--- src/rtl/uart_transmitter.sv ---
// 8N1 UART transmitter: a small byte FIFO feeding a start/data/stop serialiser
// paced by a 16x oversampling tick. sout is registered and idles high.
module uart_transmitter #(
    parameter int FIFO_DEPTH = 4
) (
    input  logic       clk,
    input  logic       rst_n,
    input  logic       sck_rising_edge,
    input  logic       tx_data_valid,
    input  logic [7:0] tx_data,
    output logic       tx_ready,
    output logic       overflow,
    input  logic       overflow_clear,
    output logic       busy,
    output logic       sout
);

    localparam int AW = $clog2(FIFO_DEPTH);
    localparam int CW = AW + 1;

    typedef enum logic [1:0] {
        S_IDLE,
        S_START,
        S_ACTIVE,
        S_STOP
    } state_t;

    logic [7:0]    fifo_mem [FIFO_DEPTH];
    logic [AW-1:0] wr_ptr_q;
    logic [AW-1:0] rd_ptr_q;
    logic [CW-1:0] count_q;
    logic          overflow_q;

    state_t        state_q;
    logic [3:0]    edges_q;
    logic [2:0]    bits_q;
    logic [7:0]    shift_q;
    logic          sout_q;

    logic          fifo_full;
    logic          push;
    logic          pop;
    logic          last_edge;

    assign fifo_full = (count_q == CW'(FIFO_DEPTH));
    assign push      = tx_data_valid && !fifo_full;
    // Pop decision uses the registered count, so a byte pushed into an empty
    // FIFO is only popped on the following cycle.
    assign pop       = (state_q == S_IDLE) && (count_q != '0);
    assign last_edge = sck_rising_edge && (edges_q == 4'd15);

    assign tx_ready  = !fifo_full;
    assign overflow  = overflow_q;
    assign busy      = (state_q != S_IDLE) || (count_q != '0);
    assign sout      = sout_q;

    always_ff @(posedge clk) begin
        if (push) begin
            fifo_mem[wr_ptr_q] <= tx_data;
        end
    end

    always_ff @(posedge clk) begin
        if (!rst_n) begin
            wr_ptr_q   <= '0;
            rd_ptr_q   <= '0;
            count_q    <= '0;
            overflow_q <= 1'b0;
        end else begin
            if (push) begin
                wr_ptr_q <= wr_ptr_q + 1'b1;
            end
            if (pop) begin
                rd_ptr_q <= rd_ptr_q + 1'b1;
            end
            case ({push, pop})
                2'b10:   count_q <= count_q + 1'b1;
                2'b01:   count_q <= count_q - 1'b1;
                default: count_q <= count_q;
            endcase
            // A dropped write wins over a simultaneous clear.
            if (tx_data_valid && fifo_full) begin
                overflow_q <= 1'b1;
            end else if (overflow_clear) begin
                overflow_q <= 1'b0;
            end
        end
    end

    // sout is loaded with the level of the state being entered, so the line
    // and the state change on the same clock edge.
    always_ff @(posedge clk) begin
        if (!rst_n) begin
            state_q <= S_IDLE;
            edges_q <= '0;
            bits_q  <= '0;
            shift_q <= '0;
            sout_q  <= 1'b1;
        end else begin
            case (state_q)
                S_IDLE: begin
                    sout_q <= 1'b1;
                    if (pop) begin
                        shift_q <= fifo_mem[rd_ptr_q];
                        edges_q <= '0;
                        bits_q  <= '0;
                        state_q <= S_START;
                        sout_q  <= 1'b0;
                    end
                end
                S_START: begin
                    if (sck_rising_edge) begin
                        edges_q <= last_edge ? 4'd0 : edges_q + 4'd1;
                    end
                    if (last_edge) begin
                        state_q <= S_ACTIVE;
                        sout_q  <= shift_q[0];
                    end
                end
                S_ACTIVE: begin
                    if (sck_rising_edge) begin
                        edges_q <= last_edge ? 4'd0 : edges_q + 4'd1;
                    end
                    if (last_edge) begin
                        shift_q <= shift_q >> 1;
                        if (bits_q == 3'd7) begin
                            bits_q  <= '0;
                            state_q <= S_STOP;
                            sout_q  <= 1'b1;
                        end else begin
                            bits_q <= bits_q + 3'd1;
                            sout_q <= shift_q[1];
                        end
                    end
                end
                S_STOP: begin
                    sout_q <= 1'b1;
                    if (sck_rising_edge) begin
                        edges_q <= last_edge ? 4'd0 : edges_q + 4'd1;
                    end
                    if (last_edge) begin
                        state_q <= S_IDLE;
                    end
                end
                default: begin
                    state_q <= S_IDLE;
                    sout_q  <= 1'b1;
                end
            endcase
        end
    end

endmodule

--- config.mk ---
export PLATFORM = sky130hd
export DESIGN_NAME = uart_transmitter
export DESIGN_NICKNAME = d
export VERILOG_FILES = /design/src/rtl/uart_transmitter.sv
export SDC_FILE = /design/constraint.sdc
export NUM_CORES = 1
export LEC_CHECK = 0
export CAP_MARGIN = 25
export CORE_MARGIN = 2
export CORE_UTILIZATION = 50
export DETAILED_ROUTE_END_ITERATION = 8
export PLACE_DENSITY = 0.69
export RECOVER_POWER = 25
export REMOVE_ABC_BUFFERS = 1
export SETUP_SLACK_MARGIN = 0.1
export SLEW_MARGIN = 20
export SYNTH_ARGS = -nofsm -noshare
export SYNTH_HDL_FRONTEND = slang
export SYNTH_SLANG_ARGS = --single-unit
--- constraint.sdc ---
create_clock -name clk -period 3.1 [get_ports clk]
set_input_delay 0.93 -clock clk [delete_from_list [all_inputs] [get_ports clk]]
set_output_delay 0.93 -clock clk [all_outputs]
set_load 0.005 [all_outputs]
**Word level (Yosys, flattened, before mapping)**

Memories as Yosys holds them, arrays and structs flattened. A register that Yosys moved wholly into a read port is not among the register bits.
Cells that the tools add are included.

- Bits of input ports: 13
- Memories: 1
- Logic and storage cells: 76
- Memory bits (read-only): 0
- Bits in writable memories: 32
- Latch bits: 0
- Output and inout bits: 4
- Register bits: 26

- Bitwise operators: 0
- Equal/unequal tests: 14
- Order comparisons: 0
- Div/mod/pow operators: 0
- $mul: 0
- Reductions and logical operators: 17
- Multiplexer cells: 29
- Add/sub/neg operators: 6
- Shift-type cells: 0

Memory list:

| memory | depth | width | read ports | clocked after Yosys merged registers in | wr ports | line | RTL |
|---|---|---|---|---|---|---|---|
| fifo_mem | 4 | 8 | 1 | 1 | 1 | 28 | `logic [7:0] fifo_mem [FIFO_DEPTH];` |

Operator list:

| operator | number |
|---|---|
| $mux W8 | 2 |
| $pmux W8 S2 | 1 |
| $mux W2 | 7 |
| $mux W4 | 3 |
| $pmux W3 S2 | 2 |
| $ne A2 B2 Y1 const B | 5 |
| $mux W3 | 3 |
| $mux W1 | 8 |
| $pmux W2 S4 | 1 |
| $pmux W4 S2 | 1 |
| $reduce_bool A2 Y1 | 4 |
| $add A3 B1 Y3 const B | 2 |
| $eq A2 B2 Y1 const B | 3 |
| $eq A3 B3 Y1 const B | 2 |
| $reduce_and A5 Y1 | 1 |
| $add A2 B1 Y2 const B | 2 |
| $add A4 B1 Y4 const B | 1 |
| $eq A2 B1 Y1 const B | 2 |
| $eq A4 B4 Y1 const B | 1 |
| $logic_and A1 B1 Y1 | 4 |
| $pmux W1 S4 | 1 |
| $reduce_and A2 Y1 | 2 |
| $reduce_and A3 Y1 | 1 |
| $reduce_bool A3 Y1 | 1 |
| other kinds (6) | 6 |

**Longest topological paths before layout**

Gate-level depths: netlist of run 1.

- Word-level depth: 5
- Mapped depth: 10
- Depth with buffers taken out: 9

**Worst setup path before layout of run 1**

No wires, ideal clock.

- Path kind: input -> register
- Start: input tx_data_valid
- End: register count_q[2]
- Data required time: 3.024 ns
- Buffers on the path: 0
- Cell stages on the path: 8
- Path slack: 0.727 ns
- Library setup time: 0.076 ns
- Arrival time: 2.298 ns
- Cell sequence: and2_1 inv_2 ha_1 inv_1 fa_1 xor2_1 or3_1 a21boi_0

- Cells in the longest elaborated chain, start to end: 3
- Elaborated cells between the ends (all ways): 5
- Classes of those cells: eq/ne: 2; mux: 1; reduce/logical: 2

Ends and longest elaborated chain:

| item | line | RTL |
|---|---|---|
| from (decl) | 9 | `input logic tx_data_valid,` |
| $logic_and A1 B1 Y1 * | 46 | `assign push = tx_data_valid && !fifo_full;` |
| $eq A2 B1 Y1 or $eq A2 B2 Y1 (tied branches) | 76 | `case ({push, pop})` |
| $pmux W3 S2 or $reduce_bool A2 Y1 (tied branches) | -- |  |
| to (signal assigned) | 77 | `2'b10: count_q <= count_q + 1'b1;` |
| to (signal assigned) | 78 | `2'b01: count_q <= count_q - 1'b1;` |
| to (signal assigned) | 79 | `default: count_q <= count_q;` |
| to (decl) | 31 | `logic [CW-1:0] count_q;` |

Mark *: on every way between the ends. The rest lies on a longest branch, timed or not.
A chain may end at the register's enable or synchronous reset.

**Worst setup path in the final report of run 1**

- Start: register state_q[1]
- End: output busy

- Cells in the longest elaborated chain, start to end: 2

Ends and longest elaborated chain:

| item | line | RTL |
|---|---|---|
| from (decl) | 34 | `state_t state_q;` |
| from (signal assigned) | 94 | `state_q <= S_IDLE;` |
| from (signal assigned) | 107 | `state_q <= S_START;` |
| from (signal assigned) | 116 | `state_q <= S_ACTIVE;` |
| $reduce_bool A2 Y1 | 54 | `assign busy = (state_q != S_IDLE) \|\| (count_q != '0);` |
| $logic_or A1 B1 Y1 | 54 |  |
| to (decl) | 14 | `output logic busy,` |

Every way passes these cells.

==> impl_results.md, run 1 <==
* DRT iter0 DRCs at 71
* Chip width at 76.8 um
* MaxCap Viol Count at 0
* Placed cells at 301
* Gpl congestion at 0.749
* Slew HR at 39.1%
* Max rail drop VDD at 0.000474 V
* Cts hold-fix bufs at 0
* First-pass GRT wire length at 7250 um
* Final Skew at 5.36 ps
* Total chip power at 0.00273 W
* Netlist Area Pre-Place at 0.00265 sq mm
* Seq cells post-synth at 60
* HP Class: flop to flop
* Pre-antenna DRT Iters at 4
* Cts bufs inserted at 9
* Crit path kind: flop to primary output
* Post-CTS setup buffers at 0
* Synth cell types at 43
* WL final at 4270 um
* Required @ worst endpoint at 2170 ps
* Setup crit start kind: flop
* Logic gate share of total power at 33.5%
* Post-DP HPWL at 2830 um
* PwrDens at 885 mW/mm^2
* Starting density of the core at 51.8%
* Initial antenna violation count at 0
* Die Ht at 76.8 um
* Reg-to-reg slack, setup at 560 ps
* Total track usage at 15.9%
* RSZ-0062 raised after global routing: false
* Grt ovf at 0
* Post-route ant nets at 0
* Post-route core utilization at 60.5%
* Sw Share at 32.1%
* Syn_area_per_cell at 11.8 sq um
* Seq pwr share at 39.8%
* I/O Pins at 17
* Total negative slack at 0 ps
* NetSw at 0.000876 W
* Clock buffer depth at 2
* Async set-reset flop share out of synthesis at 0%
* WL per Instance at 13.4 um
* Fmax at 358 MHz
* Post-synthesis sequential area ratio at 57.5%
* # diodes at 0
* EDFF count, synth at 32
* Die ar. at 0.00589 sq mm
* TritonCTS clock tree: built
* # DRC at 0
* Sink Count at 60
* Post_cts resized at 0
* Crit path time final at 2790 ps
* FP Rows at 26
* P_int at 0.00186 W
* Worst-path fanout max at 5
* Slew @ Worst Pin at 912 ps
* PortBufs at 16
* Yosys synthesis warning count at 0
* Outcome: finished clean
* Ys flop type: edfxtp_1
* Core area at 0.00511 sq mm
* Via count at 1,662
* Worst skew pair latency at 330 ps
* Clock share of power at 26.7%
* Worst Setup End Kind: primary output
* Syn-to-layout area delta at 16.7%
* Final worst-path cycle share at 90.2%
* CP arrival at 1860 ps
* NumNets Final at 271
* Post-synthesis instance total at 224
* H-tree lvl count at 3
* Fillers at 435
* Pin count of the biggest net entering global routing at 26
* CTS root buf: clkbuf_8
* Final Non-Filler Cells at 319
* Vias per std cell at 5.21
* Worst-path clk slew at 60 ps
* Endpoints failing setup at 0
* Pins Over Slew Limit at 0
* Number of global-route vias before repair at 1,591
* Hold Fails Final Rpt at 0
* Share of cells above drive strength 1 at 8.84%
* Static leakage at 1.12 nW
-- metrics by stage --
step | instance area [sq um] | hold slack (ps) | setup WS, ps
global placement | 2870 | 442 | 174
finish | 3090 | 457 | 305
detailed placement | 2870 | 452 | 76.9
floorplan | 2600 | 434 | 727
global route | 3090 | 477 | 178
CTS | 3070 | 461 | 209
-- kinds of logic after synthesis --
| family | after synthesis | share of synthesized area [%] |
|---|---|---|
| DFF | 60 | 57.5 |
| and+or+nand+nor | 48 | 10.5 |
| xor gates and xnor gates | 5 | 1.66 |
| muxes | 19 | 7.19 |
| buffers and inverters | 24 | 3.59 |
| adders and majority gates | 14 | 6.90 |
| AOI/OAI and AO/OA | 54 | 12.6 |
-- layer usage --
layer / wire length (um) / GRT usage (%)
met3: 175 / 5.06
met2: 1930 / 24.4
met4: 52 / 7.09
met5: 0 / 0
met1: 2110 / 20.6
-- sequential cells by signal, indices dropped and copies added, names as in the netlist, named ones only --
register and count:
rd_ptr_q 2, sout 1, fifo_mem 32, count_q 3
bits_q 3, overflow 1, wr_ptr_q 2, edges_q 4
shift_q 8, state_q 2
-- final timing paths --
| kind | from | end | cells after the start |
|---|---|---|---|
| max | state_q[1] | busy | 5 |
| min reg2reg | bits_q[2] | bits_q[2] | 2 |
| min | bits_q[2] | bits_q[2] | 2 |
| max reg2reg | count_q[2] | count_q[2] | 9 |
-- Yosys cell counts (all sizes together), types with 2 or more instances --
library cell / instances / share of area (%)
a211oi: 3 / 1.0
a21boi: 7 / 2.0
a21oi: 14 / 2.6
a22oi: 2 / 0.57
and2: 8 / 1.9
and3: 4 / 0.95
buf: 4 / 0.76
clkbuf: 8 / 1.1
dfxtp: 28 / 21
edfxtp: 32 / 36
ha: 13 / 6.1
inv: 12 / 1.7
mux2i: 19 / 7.2
nand2: 13 / 1.8
nand3: 3 / 0.57
nor2: 6 / 0.85
nor2b: 2 / 0.47
nor4b: 2 / 1.2
o21ai: 15 / 2.8
o22ai: 8 / 1.9
xnor2: 3 / 0.99
xor2: 2 / 0.66
-- cell usage in the layout (no fill, tap or decap), drive strengths merged, types with 2 or more instances in the layout --
master	n
ha	13
buf	5
a211oi	3
nand3	3
a22oi	2
nand2	13
dlygate4sd3	6
dfxtp	28
mux2i	19
nor2	6
and2	8
clkdlybuf4s50	10
a21oi	14
a21boi	7
and3	4
nor4b	2
clkinv	2
clkbuf	11
xor2	2
xnor2	3
o22ai	8
bufinv	2
inv	12
nor2b	2
edfxtp	32
o21ai	15
-- power by group through the flow --
| stage | clock network [W] | registers, W | logic (W) |
|---|---|---|---|
| after detailed placement | 0 | 0.00110 | 0.000892 |
| after global placement | 0 | 0.00110 | 0.000875 |
| after floorplan | 0 | 0.00108 | 0.000654 |
| after CTS | 0.000746 | 0.00109 | 0.000897 |
| after global routing | 0.000779 | 0.00111 | 0.00103 |
| final | 0.000731 | 0.00109 | 0.000915 |
-- critical path: stages, from the launching register on --
cell and delay [ps]:
dfxtp_1 350, inv_1 110, ha_1 200, nor4b_4 370, inv_2 60, clkdlybuf4s50_1 450
-- area by class of cell --
| class | count | area [sq um] | share of cell area, % |
|---|---|---|---|
| Inverter | 12 | 45.0 | 1.46 |
| Multi-Input combinational cell | 140 | 1030 | 33.3 |
| Clock inverter | 5 | 76.3 | 2.47 |
| Timing Repair Buffer | 21 | 198 | 6.40 |
| Sequential cell | 60 | 1520 | 49.3 |
| Clock buffer | 11 | 131 | 4.25 |
| Tap cell | 70 | 87.6 | 2.84 |
(Power assumes the default switching activity.)
==> inputs of run 2 (changes only) <==
--- a/config.mk
+++ b/config.mk
@@ -6,7 +6,7 @@
 export NUM_CORES = 1
 export LEC_CHECK = 0
 export CAP_MARGIN = 25
-export CORE_MARGIN = 2
+export CORE_MARGIN = 3
 export CORE_UTILIZATION = 50
 export DETAILED_ROUTE_END_ITERATION = 8
 export PLACE_DENSITY = 0.69
==> impl_results.md, run 2 (synthesis results as in run 1) <==
* HP Class: flop to flop
* Most common cell after layout, fill and taps aside: edfxtp_1
* Pins Over Slew Limit at 0 (unchanged)
* NumNets Final at 269 (-0.74%)
* Post-DP HPWL at 2980 um (+5.1%)
* Worst-path clk slew at 70 ps (about the same)
* Post_cts resized at 0 (unchanged)
* Hold Path Origin: bits_q[1]
* Final worst-path cycle share at 90.4% (+0.24 points)
* P_int at 0.00184 W (-0.76%)
* Initial antenna violation count at 0 (unchanged)
* Hold Fails Final Rpt at 0 (unchanged)
* PortBufs at 16 (unchanged)
* Fmax at 357 MHz (-0.27%)
* FP Rows at 25 (-3.8%)
* Grt ovf at 0 (unchanged)
* Placed cells at 297 (-1.3%)
* Sink Count at 60 (unchanged)
* TritonCTS clock tree: built
* Global routing's busiest layer: met2
* WL final at 4540 um (+6.3%)
* Die Ht at 78.8 um (+2.6%)
* Setup crit start kind: flop
* DRT iter0 DRCs at 76 (+7.0%)
* Worst-path fanout max at 5 (unchanged)
* NetSw at 0.000901 W (+2.8%)
* Starting density of the core at 53.9% (+2.1 points)
* Final Non-Filler Cells at 314 (-1.6%)
* MaxCap Viol Count at 0 (unchanged)
* Cts bufs inserted at 9 (unchanged)
* Gpl congestion at 0.807 (+7.7%)
* # diodes at 0 (unchanged)
* Share of cells above drive strength 1 at 8.91% (+0.072 points)
* Syn-to-layout area delta at 16.3%
* First-pass GRT wire length at 7670 um (+5.9%)
* Worst skew pair latency at 330 ps (about the same)
* Core area at 0.00491 sq mm (-3.8%)
* Total track usage at 16.5% (+0.61 points)
* Post-route core utilization at 62.7% (+2.2 points)
* Crit path time final at 2800 ps (+7.53 ps)
* Number of global-route vias before repair at 1,597 (+0.38%)
* CP startpoint: state_q[0]
* Die ar. at 0.00620 sq mm (+5.3%)
* Met1 usage at 21.8% (+1.2 points)
* Total negative slack at 0 ps (unchanged)
* Max rail drop VDD at 0.000426 V (-10%)
* Slew HR at 40.2% (+1.2 points)
* Pre-antenna DRT Iters at 4 (unchanged)
* Final Skew at 4.62 ps (-0.736 ps)
* I/O Pins at 17 (unchanged)
* RSZ-0062 raised after global routing: false
* Largest registers: fifo_mem (32), shift_q (8), edges_q (4)
* Logic gate share of total power at 33.1% (-0.4 points)
* Outcome: finished clean
* Post-route ant nets at 0 (unchanged)
* CTS root buf: clkbuf_8
* Number of flip-flops under the largest register name at 32 (unchanged)
* Most frequent cells in the layout: edfxtp_1 (32), dfxtp_1 (28), mux2i_1 (19)
* # DRC at 0 (unchanged)
* Sw Share at 32.8% (+0.76 points)
* R2R Path Start: count_q[2]
* Crit path kind: flop to primary output
* Slew @ Worst Pin at 895 ps (-17.3 ps)
* Largest Register: fifo_mem
* Seq pwr share at 39.7% (about the same)
* Required @ worst endpoint at 2170 ps (about the same)
* Static leakage at 1.11 nW (-1.0%)
* Vias per std cell at 5.27 (+1.2%)
* GRT met3 Usage at 4.31% (-0.75 points)
* H-tree lvl count at 3 (unchanged)
* Pin count of the biggest net entering global routing at 26 (unchanged)
* Via count at 1,655 (-0.42%)
* Endpoints failing setup at 0 (unchanged)
* Worst Setup End Kind: primary output
* WL per Instance at 14.5 um (+8.0%)
* Chip width at 78.8 um (+2.6%)
* CP arrival at 1870 ps (about the same)
* PwrDens at 891 mW/mm^2 (+0.74%)
* Clock buffer depth at 2 (unchanged)
* Clock share of power at 27.2% (+0.5 points)
* GR Util met2 at 24.0% (-0.36 points)
==> run 2: changes by cell type in the layout (fill, tap and decap cells not counted), sizes merged <==
cell,before,now
buf,5,3
clkbuf,11,9
clkinvlp,1,3
==> run 2: layout make-up <==
cell class                      instances  area, sq um
Fill cell                             393         1830
Inverter                               12         45.0
Clock inverter                          7         91.3
Clock buffer                            9          124
Timing Repair Buffer                   19          183
Multi-Input combinational cell        140         1030
Tap cell                               67         83.8
Sequential cell                        60         1520
==> run 2: per-stage QoR <==
stage | hold slack (ps) | setup slack (ps) | instance area (sq um) | power, W
final | 459 | 297 | 3080 | 0.00274
after global routing | 494 | 122 | 3080 | 0.00293
after CTS | 463 | 199 | 3070 | 0.00276
after detailed placement | 453 | 118 | 2860 | 0.00200
after global placement | 448 | 187 | 2860 | 0.00198
after floorplan | 434 | 727 | 2600 | 0.00173
==> run 2: power groups by stage <==
stage               logic [W]  registers [W]  clock network [W]
global placement     0.000879        0.00110                  0
finish               0.000907        0.00109           0.000747
detailed placement   0.000898        0.00110                  0
floorplan            0.000654        0.00108                  0
global route          0.00102        0.00111           0.000801
CTS                  0.000901        0.00109           0.000766
==> run 2: repair_timing <==
action                     4_1_cts  5_1_grt
buffers inserted                 0        1
hold buffers                     0        0
setup endpoints to repair        0        1
==> run 2: worst max-delay path: stages (launching register included) <==
cell,delay (ps)
dfxtp_1,340
inv_1,110
ha_1,210
nor4b_4,370
inv_2,70
clkdlybuf4s50_1,450
==> run 2: worst paths after layout <==
kind | to | slack (ps) | cells after the start
worst max-delay path | busy | 300 | 5
worst min-delay path | bits_q[1] | 460 | 2
worst max register to register | count_q[2] | 580 | 9
worst min register to register | bits_q[1] | 460 | 2
==> run 2: metal layers <==
metal / up-vias / routed length (um)
li1: 849 / -
met1: 770 / 2220
met2: 30 / 2090
met3: 6 / 173
met4: 0 / 58
met5: - / 0
